===== config.mk =====
export PLATFORM = sky130hd
export DESIGN_NAME = apb_event_sink
export DESIGN_NICKNAME = d
export VERILOG_FILES = /design/src/rtl/apb_event_sink.sv
export SDC_FILE = /design/constraint.sdc
export NUM_CORES = 1
export LEC_CHECK = 0
export ABC_AREA = 1
export CAP_MARGIN = 40
export CORE_AREA = 2 2 172 174
export CTS_CLUSTER_SIZE = 20
export DETAILED_ROUTE_END_ITERATION = 8
export DIE_AREA = 0 0 174 176
export MAX_ROUTING_LAYER = met4
export SYNTH_ARGS = -nofsm -noshare
export SYNTH_HDL_FRONTEND = slang
export SYNTH_SLANG_ARGS = --single-unit

===== constraint.sdc =====
create_clock -name clk -period 2.2 [get_ports clk]
set_input_delay 0.55 -clock clk [delete_from_list [all_inputs] [get_ports clk]]
set_output_delay 0.55 -clock clk [all_outputs]
set_load 0.05 [all_outputs]

===== src/rtl/apb_event_sink.sv =====
// rtl/apb_event_sink.sv - APB completer that counts event writes and serves counter reads
//
// Ports:
//   clk, reset            rising-edge clock, synchronous active-high reset
//   apb_psel_i            APB select
//   apb_penable_i         APB enable (ACCESS phase)
//   apb_paddr_i           APB address, latched in SETUP
//   apb_pwrite_i          1 = write, 0 = read, latched in SETUP
//   apb_pwdata_i          write data, latched in SETUP
//   apb_pready_o          single-cycle completion pulse
//   apb_prdata_o          read data, non-zero only in the completing cycle of a read
//   cnt_a_o/b_o/c_o       saturating write counts for events A, B, C
//   bad_addr_cnt_o        saturating count of writes to unmapped addresses
//   last_wdata_o          write data of the most recent committed A/B/C write
module apb_event_sink #(
    parameter int unsigned WAIT_STATES = 1,
    parameter int unsigned CNT_W       = 16,
    parameter logic [31:0] ADDR_A      = 32'h0000_0000,
    parameter logic [31:0] ADDR_B      = 32'h0000_0004,
    parameter logic [31:0] ADDR_C      = 32'h0000_0008,
    parameter logic [31:0] ADDR_CLR    = 32'h0000_000C
) (
    input  logic             clk,
    input  logic             reset,
    input  logic             apb_psel_i,
    input  logic             apb_penable_i,
    input  logic [31:0]      apb_paddr_i,
    input  logic             apb_pwrite_i,
    input  logic [31:0]      apb_pwdata_i,
    output logic             apb_pready_o,
    output logic [31:0]      apb_prdata_o,
    output logic [CNT_W-1:0] cnt_a_o,
    output logic [CNT_W-1:0] cnt_b_o,
    output logic [CNT_W-1:0] cnt_c_o,
    output logic [CNT_W-1:0] bad_addr_cnt_o,
    output logic [31:0]      last_wdata_o
);

    localparam int WC_W = (WAIT_STATES > 0) ? $clog2(WAIT_STATES + 1) : 1;

    typedef enum logic {
        IDLE,
        ACCESS
    } state_t;

    state_t            state;
    state_t            state_nxt;
    logic [WC_W-1:0]   wait_cnt;
    logic [WC_W-1:0]   wait_cnt_nxt;
    logic              latch;
    logic              commit;

    logic [31:0]       addr_q;
    logic [31:0]       wdata_q;
    logic              write_q;

    logic [CNT_W-1:0]  cnt_a;
    logic [CNT_W-1:0]  cnt_b;
    logic [CNT_W-1:0]  cnt_c;
    logic [CNT_W-1:0]  cnt_bad;
    logic [31:0]       last_wdata;

    logic              hit_a;
    logic              hit_b;
    logic              hit_c;
    logic              hit_clr;

    function automatic logic [CNT_W-1:0] sat_inc(input logic [CNT_W-1:0] v);
        return (&v) ? v : v + 1'b1;
    endfunction

    // Next-state and transfer control. A SETUP seen while already in ACCESS
    // restarts the transfer; psel dropping in ACCESS abandons it silently.
    always_comb begin
        state_nxt    = state;
        wait_cnt_nxt = wait_cnt;
        latch        = 1'b0;
        commit       = 1'b0;
        case (state)
            IDLE: begin
                if (apb_psel_i && !apb_penable_i) begin
                    latch        = 1'b1;
                    wait_cnt_nxt = WC_W'(WAIT_STATES);
                    state_nxt    = ACCESS;
                end
            end
            ACCESS: begin
                if (!apb_psel_i) begin
                    state_nxt = IDLE;
                end else if (!apb_penable_i) begin
                    latch        = 1'b1;
                    wait_cnt_nxt = WC_W'(WAIT_STATES);
                end else if (wait_cnt != '0) begin
                    wait_cnt_nxt = wait_cnt - 1'b1;
                end else begin
                    commit    = 1'b1;
                    state_nxt = IDLE;
                end
            end
            default: state_nxt = IDLE;
        endcase
    end

    always_ff @(posedge clk) begin
        if (reset) begin
            state    <= IDLE;
            wait_cnt <= '0;
        end else begin
            state    <= state_nxt;
            wait_cnt <= wait_cnt_nxt;
        end
    end

    always_ff @(posedge clk) begin
        if (reset) begin
            addr_q  <= '0;
            wdata_q <= '0;
            write_q <= 1'b0;
        end else if (latch) begin
            addr_q  <= apb_paddr_i;
            wdata_q <= apb_pwdata_i;
            write_q <= apb_pwrite_i;
        end
    end

    // Decode only on the latched address so bus activity after SETUP is inert.
    assign hit_a   = (addr_q == ADDR_A);
    assign hit_b   = (addr_q == ADDR_B);
    assign hit_c   = (addr_q == ADDR_C);
    assign hit_clr = (addr_q == ADDR_CLR);

    always_ff @(posedge clk) begin
        if (reset) begin
            cnt_a      <= '0;
            cnt_b      <= '0;
            cnt_c      <= '0;
            cnt_bad    <= '0;
            last_wdata <= '0;
        end else if (commit && write_q) begin
            if (hit_a) begin
                cnt_a      <= sat_inc(cnt_a);
                last_wdata <= wdata_q;
            end else if (hit_b) begin
                cnt_b      <= sat_inc(cnt_b);
                last_wdata <= wdata_q;
            end else if (hit_c) begin
                cnt_c      <= sat_inc(cnt_c);
                last_wdata <= wdata_q;
            end else if (hit_clr) begin
                cnt_a   <= '0;
                cnt_b   <= '0;
                cnt_c   <= '0;
                cnt_bad <= '0;
            end else begin
                cnt_bad <= sat_inc(cnt_bad);
            end
        end
    end

    // Read data is gated by the completion pulse so the bus is quiet otherwise.
    always_comb begin
        apb_prdata_o = '0;
        if (commit && !write_q) begin
            if (hit_a) begin
                apb_prdata_o = 32'(cnt_a);
            end else if (hit_b) begin
                apb_prdata_o = 32'(cnt_b);
            end else if (hit_c) begin
                apb_prdata_o = 32'(cnt_c);
            end
        end
    end

    assign apb_pready_o   = commit;
    assign cnt_a_o        = cnt_a;
    assign cnt_b_o        = cnt_b;
    assign cnt_c_o        = cnt_c;
    assign bad_addr_cnt_o = cnt_bad;
    assign last_wdata_o   = last_wdata;

endmodule


==> flow_results.org <==
** Place
- RD Place Congestion :: 0.896
- Detail Placement HPWL :: 20,400 um
- I/O Buffers :: 181
- After detailed placement, the total cell area comes to 11,500 um^2.

** Status
- Outcome :: finished with violations
- Violations in the final reports :: negative setup slack

** Clock tree
- CTS max path bufs :: 2
- # H-tree levels :: 4
- At the later pin of the worst-skew pair, clock insertion delay measures 0.44 ns.
- Clock root buffer :: clkbuf_16
- After clock tree synthesis, the clock-pin slew on the worst setup and hold paths is 0.09 ns.
- CTS Sinks :: 163
- After clock tree synthesis, the flow added hold-fix buffers numbering 0.
- CTS Buf Count :: 17
- CTS tree :: built

** Setup path
- Critical path depth in cells :: 12
- Worst path cell trace :: buf_6 -> nor2_2 -> nand3_2 -> nor2_2 -> nand2_4 -> nor2_4 -> buf_6 -> a21oi_1 -> o21ai_1 -> o211ai_1 -> inv_2 -> buf_12
- Reg-to-reg critical path endpoint :: last_wdata_o[11]$_SDFFE_PP0P_
- Crit path kind :: register to output pin
- STA puts the critical path data arrival time at 2.11 ns.
- The slowest stage of the critical path is the dfxtp_2 cell.
- In this run the critical register-to-register path is launched from addr_q[16]$_SDFFE_PP0P_.
- Setup slack of the worst register-to-register path :: 0.21 ns
- Broken down by cell family, the worst path's largest delay share belongs to simple AND/OR/NAND/NOR gates.
- Critical path startpoint :: addr_q[17]$_SDFFE_PP0P_
- Following the worst setup path forward leads to its endpoint at apb_prdata_o[15].
- Critical Path Sink Type :: output pin
- Biggest fanout along the worst timing path :: 5
- CP Data Required Time :: 1.65 ns
- In this design, the stage delay of the slowest critical-path cell is 0.34 ns.
- Number of cells on the worst reg-to-reg path :: 14
- Buffer and inverter count on the worst path :: 4
- CP Launch Type :: register

** Routing
- The detail route stage leaves a number of antenna-violating nets equal to 0.
- WL met3 :: 2060 um
- Routed wire per std cell :: 14.4 um
- Initial DRC count :: 489
- Using the TritonRoute via totals, the vias-per-cell ratio works out to 4.66.
- Via count :: 8,993
- Top layer reached by signal wires :: met4
- DR pass1 iterations :: 5
- M1 wire length :: 12,800 um
- Detailed routing placed a total of 12,500 um of wire on met2.
- Post-detailed-routing wire length :: 27,900 um
- DRC Markers :: 0

** Global routing
- Largest net degree at the start of global routing :: 76
- The via count of the first global-routing pass is 8,487.
- After global routing the overflow that remains totals 0.
- Global-route wire length before repair :: 44,600 um
- The number of antenna violations at the first check in global routing came to 1.
- Across every metal layer, demand over resource in global routing totals 18.7%.

** STA
- Setup TNS :: -6.77 ns
- Fin Clk Skew :: 0.0248 ns
- Based on the critical path, the design can be clocked at up to 376 MHz.
- Transition time at the pin with the least slew margin :: 0.610 ns
- The smallest clock period supported by the final layout is computed as 2.66 ns.
- In this run the tightest slew margin relative to its limit is 59.3%.
- Number of max-slew violations in the final report :: 0
- Setup violations, final :: 16
- Final hold violation count :: 0
- Period utilization :: 121%
- Least setup slack across all paths after layout :: -0.462 ns
- Setup repair after global routing could not meet its margin everywhere.

** Synth
- Summed instance area of the synthesized netlist :: 8540 um^2
- Per-instance average area after synthesis :: 6.65 um^2
- Total of flip-flops plus latches after synthesis :: 163
- The most used flip-flop cell after synthesis is dfxtp_1.
- FFs w/ async S/R, synth :: 0%
- Synthesis warning total :: 0
- After technology mapping, the gate count stands at 1,285.
- Summing the sequential cell areas from Yosys gives 38.2% of the chip area.
- Post-synthesis cell type count :: 38
- The synthesized design contains 0 enable-type register cells.

** Cells and area
- At the end of the flow, the number of nets in the layout was 1,604.
- Layout-stage area growth over the synthesis result :: 46.4%
- In the final layout, the share of cells above drive strength 1 is 21.5%.
- Filler cell count :: 2,960
- Area of all placed cells without fillers :: 12,500 um^2

** Power and ir drop
- For this design the ratio of total power to cell area is 550 nW/um^2.
- Net switching is 28.8% of the power.
- In this run, the combinational gates consume 9.3% of the power.
- Peak supply drop :: 475 uV
- Overall power :: 0.00687 W
- Net switching power :: 0.00198 W
- Internal portion of total power :: 0.00489 W
- Sequential cell fraction of total power :: 44.7%
- Leak pwr :: 5.00 nW
- Per report_power, the clock group accounts for 45.9% of the total.

** Floorplanning
- In this run the standard cell core region covers 28,500 um^2.
- Die area :: 30,600 um^2
- In this run the core area contains 62 standard-cell rows.
- Io pins :: 198
- The die is 174 um wide.
- Initial core utilization :: 29.9%
- Measured along the y axis, the die boundary spans 176 um.

** Min path
- In this run the worst hold path is classified as register to register.

** Run
- Max-cap violation count :: 0
[stage by stage]
stage | cells | hold slack [ns] | utilization, % | setup WS, ns
after detailed placement | 1890 | 0.471 | 40.1 | -0.512
after CTS | 1928 | 0.489 | 43.2 | -0.544
after global placement | 1890 | 0.456 | 40.1 | -0.457
after global routing | 1929 | 0.504 | 43.8 | -0.617
after floorplan | 1300 | 0.435 | - | -0.131
final | 1929 | 0.484 | 43.8 | -0.462
[Yosys cell counts (all sizes together), types with 9 or more instances]
cell | count | area share [%]
a21oi | 81 | 5.0
buf | 44 | 3.6
clkbuf | 32 | 1.4
dfxtp | 163 | 38
inv | 99 | 4.3
nand2 | 225 | 11
nand3 | 76 | 4.7
nand4 | 41 | 3.1
nor2 | 336 | 15
nor3 | 18 | 1.3
o211ai | 9 | 0.79
o21ai | 112 | 6.6
xor2 | 25 | 2.6
[registers in the layout, indices dropped and copies added, names as in the netlist]
register / cells
wdata_q: 32
state: 1
cnt_a_o: 16
last_wdata_o: 32
bad_addr_cnt_o: 16
addr_q: 32
wait_cnt: 1
write_q: 1
cnt_c_o: 16
cnt_b_o: 16
[layout make-up]
class,instances,area (um^2),area share [%]
Sequential cell,163,3270,26.2
Timing Repair Buffer,288,2880,23.0
Multi-Input combinational cell,961,4840,38.7
Inverter,100,407,3.25
Clock inverter,15,201,1.61
Tap cell,384,480,3.84
Antenna cell,1,2.50,0.0200
Clock buffer,17,425,3.40
[tightest hold or removal path, cell delays in order, from the launching register on]
cell     delay [ns]
dfxtp_1        0.33
nor2_1         0.05
nor2_1         0.08
[placed cells by master, fill, tap and decap left out, types with 21 or more instances in the layout]
| cell type | count |
|---|---|
| nor2_1 | 311 |
| nand2_1 | 191 |
| dfxtp_1 | 157 |
| buf_4 | 131 |
| clkdlybuf4s50_1 | 88 |
| o21ai_0 | 77 |
| inv_1 | 70 |
| a21oi_1 | 70 |
| nand3_1 | 69 |
| nand4_1 | 40 |
| o21ai_1 | 34 |
| buf_12 | 30 |
| xor2_1 | 25 |
| nand2_2 | 23 |
| inv_2 | 21 |
[cell families (layout without fill, tap and decap cells)]
family | count (synthesis) | after routing | synth area share [%]
simple gates | 700 | 700 | 35.4
compound gates | 212 | 212 | 13.4
buf+inv | 176 | 420 | 9.40
flops | 163 | 163 | 38.2
xor+xnor | 29 | 29 | 2.97
fa+ha+maj | 4 | 4 | 0.586
other cells | 1 | 17 | 0.0439
[power groups by stage]
stage / sequential [W] / combinational (W) / clock (W)
floorplan: 0.00313 / 0.000351 / 0
global placement: 0.00314 / 0.000593 / 0
detailed placement: 0.00314 / 0.000598 / 0
CTS: 0.00307 / 0.000624 / 0.00324
global route: 0.00309 / 0.000712 / 0.00337
finish: 0.00307 / 0.000642 / 0.00316
[routing by layer]
layer  vias to the layer above  track usage (%)
met1                      4053             23.7
met2                       279             29.0
met3                        31             5.17
li1                       4630                -
met4                         0             5.85
met5                         -                -
[what timing repair did]
action                                  CTS  global route
buffers inserted                          4             0
pin swaps                                23            10
gates cloned                              2             0
resized for setup                        77            41
endpoints found under the setup margin   42            83
[worst min-delay path by stage]
stage / startpoint / to / slack (ns) / cells past startpoint
final: wdata_q[2]$_SDFFE_PP0P_ / wdata_q[2]$_SDFFE_PP0P_ / 0.48 / 2
after global routing: addr_q[22]$_SDFFE_PP0P_ / addr_q[22]$_SDFFE_PP0P_ / 0.50 / 2
after CTS: wdata_q[7]$_SDFFE_PP0P_ / wdata_q[7]$_SDFFE_PP0P_ / 0.49 / 2
after detailed placement: wdata_q[8]$_SDFFE_PP0P_ / wdata_q[8]$_SDFFE_PP0P_ / 0.47 / 2
after global placement: wdata_q[0]$_SDFFE_PP0P_ / wdata_q[0]$_SDFFE_PP0P_ / 0.46 / 2
after floorplan: addr_q[9]$_SDFFE_PP0P_ / addr_q[9]$_SDFFE_PP0P_ / 0.43 / 2
Power figures use the tool's default switching activity.
